**src/rtl/ps2_ace_keyboard_pkg.sv**
```systemverilog
// Shared constants and PS/2 set-2 scancode to Jupiter Ace 8x5 matrix mapping.
`timescale 1ns/1ps
package ace_kbd_pkg;

  localparam int NUM_ROWS = 8;
  localparam int NUM_COLS = 5;

  localparam logic [2:0] ROW_0 = 3'd0;  // SHIFT SYMSHIFT Z X C
  localparam logic [2:0] ROW_1 = 3'd1;  // A S D F G
  localparam logic [2:0] ROW_2 = 3'd2;  // Q W E R T
  localparam logic [2:0] ROW_3 = 3'd3;  // 1 2 3 4 5
  localparam logic [2:0] ROW_4 = 3'd4;  // 0 9 8 7 6
  localparam logic [2:0] ROW_5 = 3'd5;  // P O I U Y
  localparam logic [2:0] ROW_6 = 3'd6;  // ENTER L K J H
  localparam logic [2:0] ROW_7 = 3'd7;  // SPACE M N B V

  localparam logic [2:0] COL_0 = 3'd0;
  localparam logic [2:0] COL_1 = 3'd1;
  localparam logic [2:0] COL_2 = 3'd2;
  localparam logic [2:0] COL_3 = 3'd3;
  localparam logic [2:0] COL_4 = 3'd4;

  localparam logic [7:0] SC_BREAK = 8'hF0;
  localparam logic [7:0] SC_EXT   = 8'hE0;
  localparam logic [7:0] SC_BAT   = 8'hAA;
  localparam logic [7:0] SC_ACK   = 8'hFA;
  localparam logic [7:0] SC_ECHO  = 8'hEE;

  typedef enum logic [1:0] {
    RX_IDLE,
    RX_DATA,
    RX_PARITY,
    RX_STOP
  } rx_state_t;

  typedef struct packed {
    logic       valid;
    logic [2:0] row;
    logic [2:0] col;
  } key_loc_t;

  function automatic key_loc_t mk_loc(input logic [2:0] row, input logic [2:0] col);
    key_loc_t k;
    k.valid = 1'b1;
    k.row   = row;
    k.col   = col;
    return k;
  endfunction

  // Codes absent from the table (including ACK/ECHO) come back with valid=0.
  function automatic key_loc_t std_lookup(input logic [7:0] code);
    key_loc_t k;
    k = '0;
    case (code)
      8'h12, 8'h59: k = mk_loc(ROW_0, COL_0);
      8'h14: k = mk_loc(ROW_0, COL_1);
      8'h1A: k = mk_loc(ROW_0, COL_2);
      8'h22: k = mk_loc(ROW_0, COL_3);
      8'h21: k = mk_loc(ROW_0, COL_4);
      8'h1C: k = mk_loc(ROW_1, COL_0);
      8'h1B: k = mk_loc(ROW_1, COL_1);
      8'h23: k = mk_loc(ROW_1, COL_2);
      8'h2B: k = mk_loc(ROW_1, COL_3);
      8'h34: k = mk_loc(ROW_1, COL_4);
      8'h15: k = mk_loc(ROW_2, COL_0);
      8'h1D: k = mk_loc(ROW_2, COL_1);
      8'h24: k = mk_loc(ROW_2, COL_2);
      8'h2D: k = mk_loc(ROW_2, COL_3);
      8'h2C: k = mk_loc(ROW_2, COL_4);
      8'h16: k = mk_loc(ROW_3, COL_0);
      8'h1E: k = mk_loc(ROW_3, COL_1);
      8'h26: k = mk_loc(ROW_3, COL_2);
      8'h25: k = mk_loc(ROW_3, COL_3);
      8'h2E: k = mk_loc(ROW_3, COL_4);
      8'h45: k = mk_loc(ROW_4, COL_0);
      8'h46: k = mk_loc(ROW_4, COL_1);
      8'h3E: k = mk_loc(ROW_4, COL_2);
      8'h3D: k = mk_loc(ROW_4, COL_3);
      8'h36: k = mk_loc(ROW_4, COL_4);
      8'h4D: k = mk_loc(ROW_5, COL_0);
      8'h44: k = mk_loc(ROW_5, COL_1);
      8'h43: k = mk_loc(ROW_5, COL_2);
      8'h3C: k = mk_loc(ROW_5, COL_3);
      8'h35: k = mk_loc(ROW_5, COL_4);
      8'h5A: k = mk_loc(ROW_6, COL_0);
      8'h4B: k = mk_loc(ROW_6, COL_1);
      8'h42: k = mk_loc(ROW_6, COL_2);
      8'h3B: k = mk_loc(ROW_6, COL_3);
      8'h33: k = mk_loc(ROW_6, COL_4);
      8'h29: k = mk_loc(ROW_7, COL_0);
      8'h3A: k = mk_loc(ROW_7, COL_1);
      8'h31: k = mk_loc(ROW_7, COL_2);
      8'h32: k = mk_loc(ROW_7, COL_3);
      8'h2A: k = mk_loc(ROW_7, COL_4);
      default: k = '0;
    endcase
    return k;
  endfunction

  // Only right Ctrl and keypad Enter are meaningful after an E0 prefix.
  function automatic key_loc_t ext_lookup(input logic [7:0] code);
    key_loc_t k;
    k = '0;
    case (code)
      8'h14:   k = mk_loc(ROW_0, COL_1);
      8'h5A:   k = mk_loc(ROW_6, COL_0);
      default: k = '0;
    endcase
    return k;
  endfunction

endpackage

```
**src/rtl/ps2_ace_keyboard_if.sv**
```systemverilog
// PS/2 line inputs and the ULA-facing row/column bus of the Ace keyboard.
`timescale 1ns/1ps
interface ps2_ace_keyboard_if;
  logic       ps2_clk;
  logic       ps2_data;
  logic [7:0] filas;
  logic [4:0] columnas;
  logic       key_strobe;
  logic       frame_err;

  modport slave (
    input  ps2_clk, ps2_data, filas,
    output columnas, key_strobe, frame_err
  );

  modport master (
    output ps2_clk, ps2_data, filas,
    input  columnas, key_strobe, frame_err
  );
endinterface

```
**src/rtl/ps2_ace_keyboard_ps2_rx.sv**
```systemverilog
// PS/2 receiver: line synchronisers, clock glitch filter, frame FSM and timeout.
`timescale 1ns/1ps
module ps2_rx
  import ace_kbd_pkg::*;
#(
  parameter int FILTER_LEN = 8,
  parameter int TIMEOUT    = 6500
) (
  input  logic       clk,
  input  logic       reset,
  input  logic       ps2_clk,
  input  logic       ps2_data,
  output logic [7:0] rx_byte,
  output logic       rx_valid,
  output logic       rx_err
);

  localparam int FW = $clog2(FILTER_LEN + 1);
  localparam int TW = $clog2(TIMEOUT + 1);

  logic [1:0]    clk_sync;
  logic [1:0]    data_sync;
  logic [FW-1:0] filt_cnt;
  logic          clk_filt;
  logic          fall;

  rx_state_t     state;
  logic [2:0]    bit_cnt;
  logic [7:0]    shreg;
  logic          par_bit;
  logic [TW-1:0] to_cnt;

  // Sync stage: both lines idle high, so synchronisers reset to 1
  always_ff @(posedge clk or negedge reset) begin
    if (!reset) begin
      clk_sync  <= 2'b11;
      data_sync <= 2'b11;
    end else begin
      clk_sync  <= {clk_sync[0], ps2_clk};
      data_sync <= {data_sync[0], ps2_data};
    end
  end

  // Filter stage: a new level must persist FILTER_LEN samples in a row
  always_ff @(posedge clk or negedge reset) begin
    if (!reset) begin
      clk_filt <= 1'b1;
      filt_cnt <= '0;
    end else if (clk_sync[1] == clk_filt) begin
      filt_cnt <= '0;
    end else if (filt_cnt == FW'(FILTER_LEN - 1)) begin
      clk_filt <= clk_sync[1];
      filt_cnt <= '0;
    end else begin
      filt_cnt <= filt_cnt + 1'b1;
    end
  end

  assign fall = clk_filt && !clk_sync[1] && (filt_cnt == FW'(FILTER_LEN - 1));

  // Frame stage: odd parity over data+parity, stop bit must be 1
  always_ff @(posedge clk or negedge reset) begin
    if (!reset) begin
      state    <= RX_IDLE;
      bit_cnt  <= '0;
      shreg    <= '0;
      par_bit  <= 1'b0;
      to_cnt   <= '0;
      rx_byte  <= '0;
      rx_valid <= 1'b0;
      rx_err   <= 1'b0;
    end else begin
      rx_valid <= 1'b0;
      rx_err   <= 1'b0;
      if (fall) begin
        to_cnt <= '0;
        case (state)
          RX_IDLE: begin
            if (!data_sync[1]) begin
              state   <= RX_DATA;
              bit_cnt <= '0;
            end
          end
          RX_DATA: begin
            shreg   <= {data_sync[1], shreg[7:1]};
            bit_cnt <= bit_cnt + 1'b1;
            if (bit_cnt == 3'd7) state <= RX_PARITY;
          end
          RX_PARITY: begin
            par_bit <= data_sync[1];
            state   <= RX_STOP;
          end
          RX_STOP: begin
            if (data_sync[1] && (^{par_bit, shreg})) begin
              rx_byte  <= shreg;
              rx_valid <= 1'b1;
            end else begin
              rx_err <= 1'b1;
            end
            state <= RX_IDLE;
          end
          default: state <= RX_IDLE;
        endcase
      end else if (state != RX_IDLE) begin
        if (to_cnt == TW'(TIMEOUT - 1)) begin
          state  <= RX_IDLE;
          to_cnt <= '0;
          rx_err <= 1'b1;
        end else begin
          to_cnt <= to_cnt + 1'b1;
        end
      end else begin
        to_cnt <= '0;
      end
    end
  end

endmodule

```
**src/rtl/ps2_ace_keyboard.sv**
```systemverilog
// Jupiter Ace keyboard matrix emulated from a PS/2 keyboard; rows in, columns out.
`timescale 1ns/1ps
module ps2_ace_keyboard
  import ace_kbd_pkg::*;
#(
  parameter int FILTER_LEN = 8,
  parameter int TIMEOUT    = 6500
) (
  input  logic              clk,
  input  logic              reset,
  ps2_ace_keyboard_if.slave bus
);

  logic [7:0] rx_byte;
  logic       rx_valid;
  logic       rx_err;

  logic [NUM_ROWS-1:0][NUM_COLS-1:0] matrix;
  logic [NUM_ROWS-1:0][NUM_COLS-1:0] matrix_nx;
  logic     brk, ext, brk_nx, ext_nx;
  key_loc_t loc;
  logic     key_strobe_r, frame_err_r;

  ps2_rx #(
    .FILTER_LEN (FILTER_LEN),
    .TIMEOUT    (TIMEOUT)
  ) u_rx (
    .clk      (clk),
    .reset    (reset),
    .ps2_clk  (bus.ps2_clk),
    .ps2_data (bus.ps2_data),
    .rx_byte  (rx_byte),
    .rx_valid (rx_valid),
    .rx_err   (rx_err)
  );

  // Decode stage: prefixes only latch flags; any other byte consumes them
  always_comb begin
    matrix_nx = matrix;
    brk_nx    = brk;
    ext_nx    = ext;
    loc       = ext ? ext_lookup(rx_byte) : std_lookup(rx_byte);
    if (rx_err) begin
      matrix_nx = '0;
      brk_nx    = 1'b0;
      ext_nx    = 1'b0;
    end else if (rx_valid) begin
      if (rx_byte == SC_BREAK) begin
        brk_nx = 1'b1;
      end else if (rx_byte == SC_EXT) begin
        ext_nx = 1'b1;
      end else begin
        brk_nx = 1'b0;
        ext_nx = 1'b0;
        if (rx_byte == SC_BAT && !brk && !ext) begin
          matrix_nx = '0;
        end else if (loc.valid) begin
          matrix_nx[loc.row][loc.col] = ~brk;
        end
      end
    end
  end

  // Matrix stage
  always_ff @(posedge clk or negedge reset) begin
    if (!reset) begin
      matrix       <= '0;
      brk          <= 1'b0;
      ext          <= 1'b0;
      key_strobe_r <= 1'b0;
      frame_err_r  <= 1'b0;
    end else begin
      matrix       <= matrix_nx;
      brk          <= brk_nx;
      ext          <= ext_nx;
      key_strobe_r <= (matrix_nx != matrix);
      frame_err_r  <= rx_err;
    end
  end

  // A column is pulled low by any selected row holding a pressed key there
  always_comb begin
    for (int c = 0; c < NUM_COLS; c++) begin
      logic hit;
      hit = 1'b0;
      for (int r = 0; r < NUM_ROWS; r++) begin
        hit = hit | (~bus.filas[r] & matrix[r][c]);
      end
      bus.columnas[c] = ~hit;
    end
  end

  assign bus.key_strobe = key_strobe_r;
  assign bus.frame_err  = frame_err_r;

endmodule

```
**src/flat_wrapper.sv**
```systemverilog
// flat-port wrapper written by rule: the top's interface ports become plain ports
module ps2_ace_keyboard_flat import ace_kbd_pkg::*;
#(
  parameter int FILTER_LEN = 8,
  parameter int TIMEOUT    = 6500
)
  (clk, reset, bus_ps2_clk, bus_ps2_data, bus_filas, bus_columnas, bus_key_strobe, bus_frame_err);
  ps2_ace_keyboard_if bus_i ();
  input  logic clk;
  input  logic reset;
  input wire logic [$bits(bus_i.ps2_clk)-1:0] bus_ps2_clk;
  input wire logic [$bits(bus_i.ps2_data)-1:0] bus_ps2_data;
  input wire logic [$bits(bus_i.filas)-1:0] bus_filas;
  output wire logic [$bits(bus_i.columnas)-1:0] bus_columnas;
  output wire logic [$bits(bus_i.key_strobe)-1:0] bus_key_strobe;
  output wire logic [$bits(bus_i.frame_err)-1:0] bus_frame_err;
  assign bus_i.ps2_clk = bus_ps2_clk;
  assign bus_i.ps2_data = bus_ps2_data;
  assign bus_i.filas = bus_filas;
  assign bus_columnas = bus_i.columnas;
  assign bus_key_strobe = bus_i.key_strobe;
  assign bus_frame_err = bus_i.frame_err;
  ps2_ace_keyboard #(.FILTER_LEN(FILTER_LEN), .TIMEOUT(TIMEOUT)) u_core (.clk(clk), .reset(reset), .bus(bus_i));
endmodule
```
**config.mk**
```make
export PLATFORM = sky130hd
export DESIGN_NAME = ps2_ace_keyboard_flat
export DESIGN_NICKNAME = d
export VERILOG_FILES = /design/src/rtl/ps2_ace_keyboard_pkg.sv /design/src/rtl/ps2_ace_keyboard_if.sv /design/src/rtl/ps2_ace_keyboard_ps2_rx.sv /design/src/rtl/ps2_ace_keyboard.sv /design/src/flat_wrapper.sv
export SDC_FILE = /design/constraint.sdc
export NUM_CORES = 1
export LEC_CHECK = 0
export ABC_AREA = 0
export CAP_MARGIN = 10
export CORE_MARGIN = 10
export CORE_UTILIZATION = 50
export CTS_CLUSTER_DIAMETER = 80
export CTS_CLUSTER_SIZE = 24
export DETAILED_ROUTE_END_ITERATION = 10
export PLACE_DENSITY = 0.78
export SLEW_MARGIN = 20
export SYNTH_ARGS = -nofsm -noshare
export SYNTH_HDL_FRONTEND = slang
export SYNTH_HIERARCHICAL = 1
export SYNTH_SLANG_ARGS = --single-unit
```
**constraint.sdc**
```tcl
create_clock -name clk -period 4.2 [get_ports clk]
set_input_delay 1.26 -clock clk [delete_from_list [all_inputs] [get_ports clk]]
set_output_delay 1.26 -clock clk [all_outputs]
set_load 0.01 [all_outputs]
```
# Yosys cells after proc, flatten, opt, wreduce, memory -nomap -nowiden
# Memory sizes are Yosys's and may differ from the RTL's.
# Index checks and enable logic that the tools add are counted.
[totals] reg_bits=90 romBits=896 in_bits=12 elab_cells=208 mem_count=1
[memory_table] name="(name not given)" depth=128 word_bits=7 read_ports=1 rd_ports_with_merged_regs=0 wr=0 line="ps2_ace_keyboard_pkg.sv:54" text="case (code)"
[classes] addsub=3 order_cmp=4 eq_ne=18 muxes=43 bitwise=90 reduce_logical=25
[ops] operator="2-to-1 mux 40 bit" count=6
[ops] operator="AND 1 bit" count=40
[ops] operator="bitwise mux 40 bit" count=1
[ops] operator="!= test 40 bit" count=1
[ops] operator="2-to-1 mux 13 bit" count=3
[ops] operator="OR 1 bit" count=35
[ops] operator="== test 8 bit (second input constant)" count=3
[ops] operator="2-to-1 mux 1 bit" count=17
[ops] operator="demux 5 bit (select 3 bit)" count=1
[ops] operator="inverter 1 bit" count=15
[ops] operator="2-to-1 mux 7 bit" count=2
[ops] operator="one-hot mux 7 bit (2 select lines)" count=1
[ops] operator="adder 13 x 1 -> 13 bit (second input constant)" count=1
[ops] operator="== test 13 bit (second input constant)" count=1
[ops] operator="2-to-1 mux 2 bit" count=5
[ops] operator="AND reduction 2 bit" count=5
[ops] operator="nonzero test 2 bit" count=5
[ops] operator="XOR reduction 9 bit" count=1
[ops] operator="== test 8 x 5 -> 1 bit (second input constant)" count=1
[ops] operator="== test 8 x 7 -> 1 bit (second input constant)" count=1
[ops] operator="less-than comparator 3 x 4 -> 1 bit (second input constant)" count=2
[ops] operator="2-to-1 mux 4 bit" count=2
[ops] operator="one-hot mux 2 bit (4 select lines)" count=1
[ops] operator="logical AND 1 bit" count=7
[ops] operator="other kinds (19)" count=26

# Depth between registers and ports, before layout
# Gate-level depths: netlist of run 1.
[logic_depth] depth_word=17 ltp_mapped=16 mapped_depth_nobuf=12

# Cells and area by module
# Netlist of run 1, hierarchy kept.
[modules_own_cells] module="ps2_ace_keyboard" n_inst=1 cells_each=664 area_each_um2=4702.0
[modules_own_cells] module="ps2_rx" n_inst=1 cells_each=163 area_each_um2=2083.2

# Worst setup path after synthesis of run 1
# No wires, ideal clock.
[synth_timing] path_kind="reg2reg" start="reg u_core.u_rx.rx_byte[1]" end="reg u_core.key_strobe_r, in the netlist u_core/bus.key_strobe" setup_ps=139 arrival_time_ps=3402 required_time_ps=4061 setup_slack_ps=659 path_stages_with_launch=14 path_buffers=2 period_less_slack_ps=3541 path_cell_list="dfrtp_1 > inv_1 > ha_1 > clkbuf_1 > and3b_1 > nor4_2 > or3_4 > o21a_1 > and3_1 > buf_2 > a31oi_1 > o32ai_1 > or4_1 > or4_1"
[synth_between] elab_chain_cells=17 elab_cells_between_ends=29 cone_classes="4 x order compare; 6 x eq/ne; 14 x mux; 4 x reduce/logical; 1 x memory"
[synth_lines] item="from (decl)" line="ps2_ace_keyboard_ps2_rx.sv:13" text="output logic [7:0] rx_byte,"
[synth_lines] item="from (signal assigned)" line="ps2_ace_keyboard_ps2_rx.sv:95" text="rx_byte <= shreg;"
[synth_lines] item="memory read (128 x 7 bit), or another cell as far along"
[synth_lines] item="2-to-1 mux 7 bit / one-hot mux 7 bit (2 select lines) (equally long branches)" line="ps2_ace_keyboard_pkg.sv:54, ps2_ace_keyboard_pkg.sv:104"
[synth_lines] item="2-to-1 mux 7 bit" line="ps2_ace_keyboard.sv:42" text="loc = ext ? ext_lookup(rx_byte) : std_lookup(rx_byte);"
[synth_lines] item="less-than comparator 3 x 4 -> 1 bit (implied by the code) / >= comparator 3 x 1 -> 1 bit (equally long branches)" line="ps2_ace_keyboard.sv:58" text="matrix_nx[loc.row][loc.col] = ~brk;"
[synth_lines] item="logical AND 1 bit (implied by the code)" line="ps2_ace_keyboard.sv:58"
[synth_lines] item="2-to-1 mux 1 bit (implied by the code)" line="ps2_ace_keyboard.sv:58"
[synth_lines] item="demux 1 bit (select 3 bit)"
[synth_lines] item="2-to-1 mux 5 bit (implied by the code)" line="ps2_ace_keyboard.sv:58"
[synth_lines] item="demux 5 bit (select 3 bit)"
[synth_lines] item="bitwise mux 40 bit" line="ps2_ace_keyboard.sv:58"
[synth_lines] item="2-to-1 mux 40 bit" line="ps2_ace_keyboard.sv:57" text="end else if (loc.valid) begin"
[synth_lines] item="2-to-1 mux 40 bit" line="ps2_ace_keyboard.sv:55" text="if (rx_byte == SC_BAT && !brk && !ext) begin"
[synth_lines] item="2-to-1 mux 40 bit" line="ps2_ace_keyboard.sv:50" text="end else if (rx_byte == SC_EXT) begin"
[synth_lines] item="2-to-1 mux 40 bit (*)" line="ps2_ace_keyboard.sv:48" text="if (rx_byte == SC_BREAK) begin"
[synth_lines] item="2-to-1 mux 40 bit (*)" line="ps2_ace_keyboard.sv:47" text="end else if (rx_valid) begin"
[synth_lines] item="2-to-1 mux 40 bit (*)" line="ps2_ace_keyboard.sv:43" text="if (rx_err) begin"
[synth_lines] item="!= test 40 bit (*)" line="ps2_ace_keyboard.sv:76" text="key_strobe_r <= (matrix_nx != matrix);"
[synth_lines] item="to (signal assigned)" line="ps2_ace_keyboard.sv:76"
[synth_lines] item="to (decl)" line="ps2_ace_keyboard.sv:22" text="logic key_strobe_r, frame_err_r;"
# Mark *: on every way between the ends. The rest lies on a longest branch, timed or not.
# A chain may end at the register's enable or synchronous reset.

# Worst setup path in the final report of run 1
[layout_timing] start="in bus_filas[7]" end="out bus_columnas[3]"
[layout_between] elab_chain_cells=4
[layout_lines] item="from (decl)" line="flat_wrapper.sv:13" text="input wire logic [$bits(bus_i.filas)-1:0] bus_filas;"
[layout_lines] item="inverter 1 bit" line="ps2_ace_keyboard.sv:87" text="hit = hit | (~bus.filas[r] & matrix[r][c]);"
[layout_lines] item="AND 1 bit" line="ps2_ace_keyboard.sv:87"
[layout_lines] item="OR 1 bit" line="ps2_ace_keyboard.sv:87"
[layout_lines] item="inverter 1 bit" line="ps2_ace_keyboard.sv:89" text="bus.columnas[c] = ~hit;"
[layout_lines] item="to (decl)" line="flat_wrapper.sv:14" text="output wire logic [$bits(bus_i.columnas)-1:0] bus_columnas;"
# No other way between the ends.

==> results of run 1 <==
==> timing repair <==
action,4_1_cts,5_1_grt
setup endpoints to repair,0,1
resized for setup,0,1
buffers inserted,0,0
==> sequential cells by signal (all words and copies together) (netlist names), 2 cells and up <==
register               cells
u_core/u_rx/to_cnt        13
u_core/u_rx/rx_byte        8
u_core/u_rx/clk_sync       2
u_core/u_rx/bit_cnt        3
u_core/u_rx/state          2
u_core/matrix             40
u_core/u_rx/shreg          8
u_core/u_rx/filt_cnt       4
u_core/u_rx/data_sync      2
==> worst max path at each step <==
stage | endpoint | startpoint | slack [ns] | depth (start not counted)
final | bus_columnas[3] | bus_filas[7] | 0.04 | 4
after floorplan | u_core/bus.key_strobe | u_core/u_rx/rx_byte[1] | 0.66 | 13
after global placement | bus_columnas[3] | bus_filas[7] | 0.06 | 4
after detailed placement | bus_columnas[4] | bus_filas[7] | 0.08 | 4
after CTS | bus_columnas[4] | bus_filas[7] | 0.08 | 4
after global routing | bus_columnas[3] | bus_filas[7] | 0.02 | 4
==> layout make-up <==
| cell class | instances | area (µm²) | area share |
|---|---|---|---|
| clock buffers | 10 | 229.0 | 0.03036 |
| repair buffers | 63 | 515.5 | 0.06835 |
| flip-flops and latches | 90 | 2258 | 0.2994 |
| multi-input cells | 620 | 4043 | 0.5360 |
| inverters | 54 | 202.7 | 0.02687 |
| well taps | 176 | 220.2 | 0.02920 |
| clock inverters | 6 | 73.82 | 0.009788 |
==> synthesized netlist by cell type (all sizes together), types with 6 or more instances <==
| cell type | instances |
|---|---|
| clkbuf | 34 |
| a31oi | 16 |
| mux2 | 18 |
| nand3 | 30 |
| nor2b | 15 |
| xnor2 | 12 |
| inv | 54 |
| o21ai | 55 |
| nor4 | 26 |
| and2 | 12 |
| ha | 16 |
| or4 | 6 |
| xor2 | 6 |
| nor3 | 24 |
| nand4 | 11 |
| and3 | 10 |
| dfrtp | 85 |
| buf | 29 |
| o22ai | 23 |
| a21oi | 87 |
| nor2 | 53 |
| mux2i | 7 |
| a22oi | 11 |
| nand2b | 6 |
| o32ai | 6 |
| nand2 | 79 |
==> per-stage QoR <==
stage          power (mW)  cells  area, µm²
3_5_place_dp       0.9654   1003       7228
6_report            1.784   1019       7542
5_1_grt             1.851   1019       7542
3_3_place_gp       0.9646   1003       7228
2_1_floorplan      0.9266    827       6785
4_1_cts             1.801   1019       7531
==> worst max-delay path, cell delays in order <==
cell,delay [ns]
clkdlybuf4s50_1,0.57
o22ai_1,0.11
nor4_1,0.33
clkdlybuf4s50_1,0.62
==> power by group through the flow <==
stage                     sequential, mW  combinational (mW)  clock [mW]
after floorplan                    0.906              0.0210           0
after global placement             0.907              0.0581           0
after detailed placement           0.907              0.0584           0
after CTS                          0.891              0.0586       0.852
after global routing               0.891              0.0687       0.891
final                              0.891              0.0571       0.836
==> per-layer routing <==
metal	global-route usage	share of wire	up-vias
li1	-	-	3062
met1	0.3225	0.42	3180
met2	0.3517	0.43	422
met3	0.06122	0.11	88
met4	0.1036	0.044	2
met5	0	0.0012	-
==> cell families after synthesis <==
kind of cell             after synthesis
multiplexers                          26
AO/OA/AOI/OAI                        260
XOR/XNOR                              19
buffers and inverters                117
adder cells (fa/ha/maj)               16
flip-flops                            90
AND/OR/NAND/NOR                      299
==> results.sh, run 1 <==
export IMPL_num_vias=6754
export IMPL_clock_latency_ns=0.36
export IMPL_overflow=0
export IMPL_firstDrtPassIters=6
export IMPL_fin_nets=866
export IMPL_hold_end="u_core/u_rx/data_sync[1]"
export IMPL_totalWireLength_um=22260
export IMPL_port_buffers=18
export IMPL_cts_root_buf="clkbuf_16"
export IMPL_dr_first_iter_drc_count=954
export IMPL_cts_tree="done"
export IMPL_ys_ff_latch=90
export IMPL_routed_via_density=6.628
export IMPL_startpoint_type="input pin"
export IMPL_synth_fp_nets=855
export IMPL_timing_final_crit_share=0.9910
export IMPL_reg2reg_depth=13
export IMPL_regToRegSetupSlack_ns=0.32
export IMPL_synth_top_area_frac=0.3135
export IMPL_whs_ns=0.3554
export IMPL_wl_per_cell_um=21.84
export IMPL_synth_area_leaders="dfrtp_1 (31%), a21oi_1 (6.3%), nand2_1 (4.4%), o21ai_0 (3.5%), ha_1 (3.0%)"
export IMPL_syn2layout_area_growth_pct=11.16
export IMPL_p_switching_mw=0.4085
export IMPL_diodes=0
export IMPL_slew_violations=0
export IMPL_fillers=1242
export IMPL_cts_hold_repair_buffers=0
export IMPL_cts_num_sinks=90
export IMPL_cp_end_kind="primary output"
export IMPL_drc_errors=0
export IMPL_avgSynthCellArea_um2=8.205
export IMPL_powerDensity_mw_per_mm2=236.5
export IMPL_p_leak_nw=2.948
export IMPL_die_y_um=136.5
export IMPL_final_util=0.5695
export IMPL_r2r_end="u_core/bus.key_strobe"
export IMPL_skew_ns=0.01118
export IMPL_cts_made_buffers=9
export IMPL_synthFlopType="dfrtp_1"
export IMPL_cp_required_ns=2.94
export IMPL_synth_top_family_by_area="compound AO/OA/AOI/OAI gates"
export IMPL_rsz0062_at_grt="false"
export IMPL_hold_viol=0
export IMPL_synth_area_leader_cell="dfrtp_1"
export IMPL_fin_tns_setup_ns=0
export IMPL_p_int_mw=1.375
export IMPL_pre_cts_ws_ns=0.08004
export IMPL_ys_seq_area_frac=0.3328
export IMPL_synth_adder_area_share=0.02950
export IMPL_whs_path_depth=0
export IMPL_p_sw_frac=0.2290
export IMPL_ant_nets=0
export IMPL_synthArstFlopShare=1.000
export IMPL_grt_pass1_wl_um=35250
export IMPL_fin_crit_ns=4.162
export IMPL_syn_inst=827
export IMPL_status="finished, final reports clean"
export IMPL_ys_warn_count=6
export IMPL_cts_buffer_depth=2
export IMPL_pwr_share_comb=0.032
export IMPL_grt_usage=0.2384
export IMPL_die_w_um=136.5
export IMPL_cts_max_level=3
export IMPL_irDropWorstVdd_v=0.0003038
export IMPL_maxCapViolCount=0
export IMPL_synth_cell_types=94
export IMPL_grt_start_max_net_pins=50
export IMPL_hold_start="u_core/u_rx/data_sync[0]"
export IMPL_drive_gt1_frac=0.1412
export IMPL_synth_simple_area_share=0.2392
export IMPL_synthMuxAreaShare=0.04794
export IMPL_path_max_fanout=5
export IMPL_layout_common_cells="a21oi_1 (86), dfrtp_1 (85), nand2_1 (79), inv_1 (53), nor2_1 (53)"
export IMPL_clkPwrFrac=0.469
export IMPL_critical_path_arrival_ns=2.90
export IMPL_antenna_found_initial=0
export IMPL_synth_compound_area_frac=0.2434
export IMPL_worst_pin_slew_ns=0.9741
export IMPL_synth_edff_count=0
export IMPL_seqPwrFrac=0.500
export IMPL_core_mm2=0.01324
export IMPL_clock_fmax_ghz=0.2402
export IMPL_grt_pass1_vias=6384
export IMPL_relSlewSlack=0.3452
export IMPL_die_area_mm2=0.01863
export IMPL_setup_worst_path_class="input pin to primary output"
export IMPL_row_count=42
export IMPL_place_hpwl_um=15870
export IMPL_worst_slack_ns=0.03763
export IMPL_setup_viol=0
export IMPL_start_util=0.5124
export IMPL_hold_path_class="flip-flop to flip-flop"
export IMPL_gp_congestion=1.101
export IMPL_final_common_cell="a21oi_1"
export IMPL_synthXorXnorAreaFrac=0.02766
export IMPL_num_io_pins=19
export IMPL_r2r_start="u_core/u_rx/rx_byte[2]"
export IMPL_path_clk_slew_ns=0.06
export IMPL_syn_area_mm2=0.006785
No activity file was read; power rests on OpenSTA's default activity.
==> inputs of run 2 (changes only) <==
--- a/config.mk
+++ b/config.mk
@@ -6,7 +6,7 @@
 export NUM_CORES = 1
 export LEC_CHECK = 0
 export ABC_AREA = 0
-export CAP_MARGIN = 10
+export CAP_MARGIN = 20
 export CORE_MARGIN = 10
 export CORE_UTILIZATION = 50
 export CTS_CLUSTER_DIAMETER = 80
==> results of run 2 <==
The final DEF is identical to that of run 1; final timing and power are the same.
==> inputs of run 3 (changes only) <==
--- a/config.mk
+++ b/config.mk
@@ -13,6 +13,7 @@
 export CTS_CLUSTER_SIZE = 24
 export DETAILED_ROUTE_END_ITERATION = 10
 export PLACE_DENSITY = 0.78
+export REMOVE_ABC_BUFFERS = 1
 export SLEW_MARGIN = 20
 export SYNTH_ARGS = -nofsm -noshare
 export SYNTH_HDL_FRONTEND = slang
==> results.sh, run 3 (synthesis results as in run 1) <==
export IMPL_status="finished, final reports clean"
export IMPL_final_util=0.5679
export IMPL_pwr_share_comb=0.033
export IMPL_regToRegSetupSlack_ns=0.32
export IMPL_cts_num_sinks=90
export IMPL_cts_setup_buffers=0
export IMPL_p_sw_frac=0.2165
export IMPL_path_clk_slew_ns=0.06
export IMPL_grt_pass1_wl_um=35320
export IMPL_cts_buffer_depth=2
export IMPL_worst_slack_ns=0.01833
export IMPL_critical_path_top_delay_family="buffers and inverters"
export IMPL_crit_top_cell="clkdlybuf4s50_1"
export IMPL_whs_path_depth=0
export IMPL_maxCapViolCount=0
export IMPL_relSlewSlack=0.4022
export IMPL_place_hpwl_um=16340
export IMPL_die_y_um=136.5
export IMPL_wl_per_cell_um=22.10
export IMPL_drive_gt1_frac=0.1396
export IMPL_num_io_pins=19
export IMPL_path_max_fanout=5
export IMPL_diodes=0
export IMPL_die_w_um=136.5
export IMPL_p_int_mw=1.388
export IMPL_path_cells="clkdlybuf4s50_1 -> o22ai_1 -> nor4_1 -> clkdlybuf4s50_1"
export IMPL_timing_final_crit_share=0.9956
export IMPL_fin_tns_setup_ns=0
export IMPL_grt_start_max_net_pins=49
export IMPL_grtUsageMet2=0.3576
export IMPL_gp_congestion=1.051
export IMPL_syn2layout_area_growth_pct=10.84
export IMPL_hold_end="u_core/u_rx/data_sync[1]"
export IMPL_cts_root_buf="clkbuf_16"
export IMPL_num_vias=6772
export IMPL_layout_common_cells="a21oi_1 (86), dfrtp_1 (84), nand2_1 (79), inv_1 (53), nor2_1 (53)"
export IMPL_slew_violations=0
export IMPL_powerDensity_mw_per_mm2=235.5
export IMPL_drc_errors=0
export IMPL_overflow=0
export IMPL_core_mm2=0.01324
export IMPL_top_regs="u_core/matrix x40, u_core/u_rx/to_cnt x13"
export IMPL_seqPwrFrac=0.503
export IMPL_skew_ns=0.005343
export IMPL_cts_max_level=3
export IMPL_gr_usage_met3=0.05315
export IMPL_hold_start="u_core/u_rx/data_sync[0]"
export IMPL_start_util=0.5124
export IMPL_cts_tree="done"
export IMPL_p_switching_mw=0.3836
export IMPL_hold_path_class="flip-flop to flip-flop"
export IMPL_hold_viol=0
export IMPL_routed_via_density=6.679
export IMPL_firstDrtPassIters=6
export IMPL_crit_slowest_cell="clkdlybuf4s50_1"
export IMPL_cp_required_ns=2.94
export IMPL_largest_reg_flops=40
export IMPL_rsz0062_at_grt="false"
export IMPL_grt_pass1_vias=6208
export IMPL_startpoint_type="input pin"
export IMPL_crit_buf_inv=2
export IMPL_whs_ns=0.3522
export IMPL_power_mw=1.771
export IMPL_cp_end_kind="primary output"
export IMPL_dr_first_iter_drc_count=969
export IMPL_top_register="u_core/matrix"
export IMPL_ant_nets=0
export IMPL_setup_worst_path_class="input pin to primary output"
export IMPL_fin_crit_ns=4.182
export IMPL_cts_made_buffers=9
export IMPL_place_inst=998
export IMPL_p_leak_nw=2.931
export IMPL_setup_viol=0
export IMPL_critical_path_arrival_ns=2.92
export IMPL_clock_latency_ns=0.34
export IMPL_reg2reg_depth=12
export IMPL_worst_pin_slew_ns=0.8893
export IMPL_port_buffers=18
export IMPL_final_common_cell="a21oi_1"
export IMPL_busiest_layer="met2"
export IMPL_slowest_delay_ns=0.61
export IMPL_r2r_start="u_core/u_rx/rx_byte[0]"
export IMPL_fin_area_mm2=0.007521
export IMPL_placed_area_mm2=0.007191
export IMPL_fin_cells=1014
export IMPL_r2r_end="u_core/bus.key_strobe"
export IMPL_irDropWorstVdd_v=0.0002736
export IMPL_die_area_mm2=0.01863
export IMPL_totalWireLength_um=22410
export IMPL_fin_nets=861
export IMPL_clkPwrFrac=0.464
export IMPL_clock_fmax_ghz=0.2391
export IMPL_row_count=42
export IMPL_antenna_found_initial=0
export IMPL_grt_use_met1=0.3354
export IMPL_pre_cts_ws_ns=-0.0001881
export IMPL_grt_usage=0.2389
## run 3: worst reg2reg max path, cell delays in order (launching register included)
cell and delay, ns:
dfrtp_1 0.37, inv_1 0.08, ha_1 0.44, mux4_2 0.49, nor2_1 0.19, o21ai_1 0.15, nor4_2 0.82, buf_4 0.25
nand3_1 0.10, a221oi_1 0.56, nor4b_1 0.15, nand4_1 0.10, or4_1 0.11
## run 3: final cells by class
| cell class | instances | area (µm²) |
|---|---|---|
| flip-flops and latches | 90 | 2260 |
| clock inverters | 5 | 60.06 |
| repair buffers | 58 | 480.5 |
| well taps | 176 | 220.2 |
| multi-input cells | 620 | 4055 |
| clock buffers | 11 | 242.7 |
| fillers | 1218 | 5722 |
| inverters | 54 | 202.7 |
## run 3: what timing repair did
item,in CTS,in global routing
endpoints found under the setup margin,1,4
hold buffers,0,0
resized for setup,1,4
## run 3: how the worst max path moves through the flow
stage / from / endpoint / slack, ns / cells past startpoint
CTS: bus_filas[7] / bus_columnas[3] / 0.03 / 4
global placement: bus_filas[7] / bus_columnas[0] / -0.02 / 4
detailed placement: bus_filas[7] / bus_columnas[0] / -0.0002 / 4
finish: bus_filas[7] / bus_columnas[3] / 0.02 / 4
global route: bus_filas[7] / bus_columnas[3] / 0.001 / 4
floorplan: u_core/u_rx/rx_byte[3] / u_core/bus.key_strobe / 0.14 / 8
## run 3: metal layers
| layer | vias up | part of all wire |
|---|---|---|
| li1 | 3047 | - |
| met1 | 3255 | 0.43 |
| met2 | 405 | 0.44 |
| met3 | 65 | 0.11 |
| met4 | 0 | 0.027 |
| met5 | - | 0 |
## run 3: power by group through the flow
stage	clock network, mW	registers (mW)	logic [mW]
floorplan	0	0.906	0.0210
global placement	0	0.907	0.0595
detailed placement	0	0.908	0.0595
CTS	0.839	0.891	0.0597
global route	0.869	0.892	0.0676
finish	0.821	0.891	0.0587
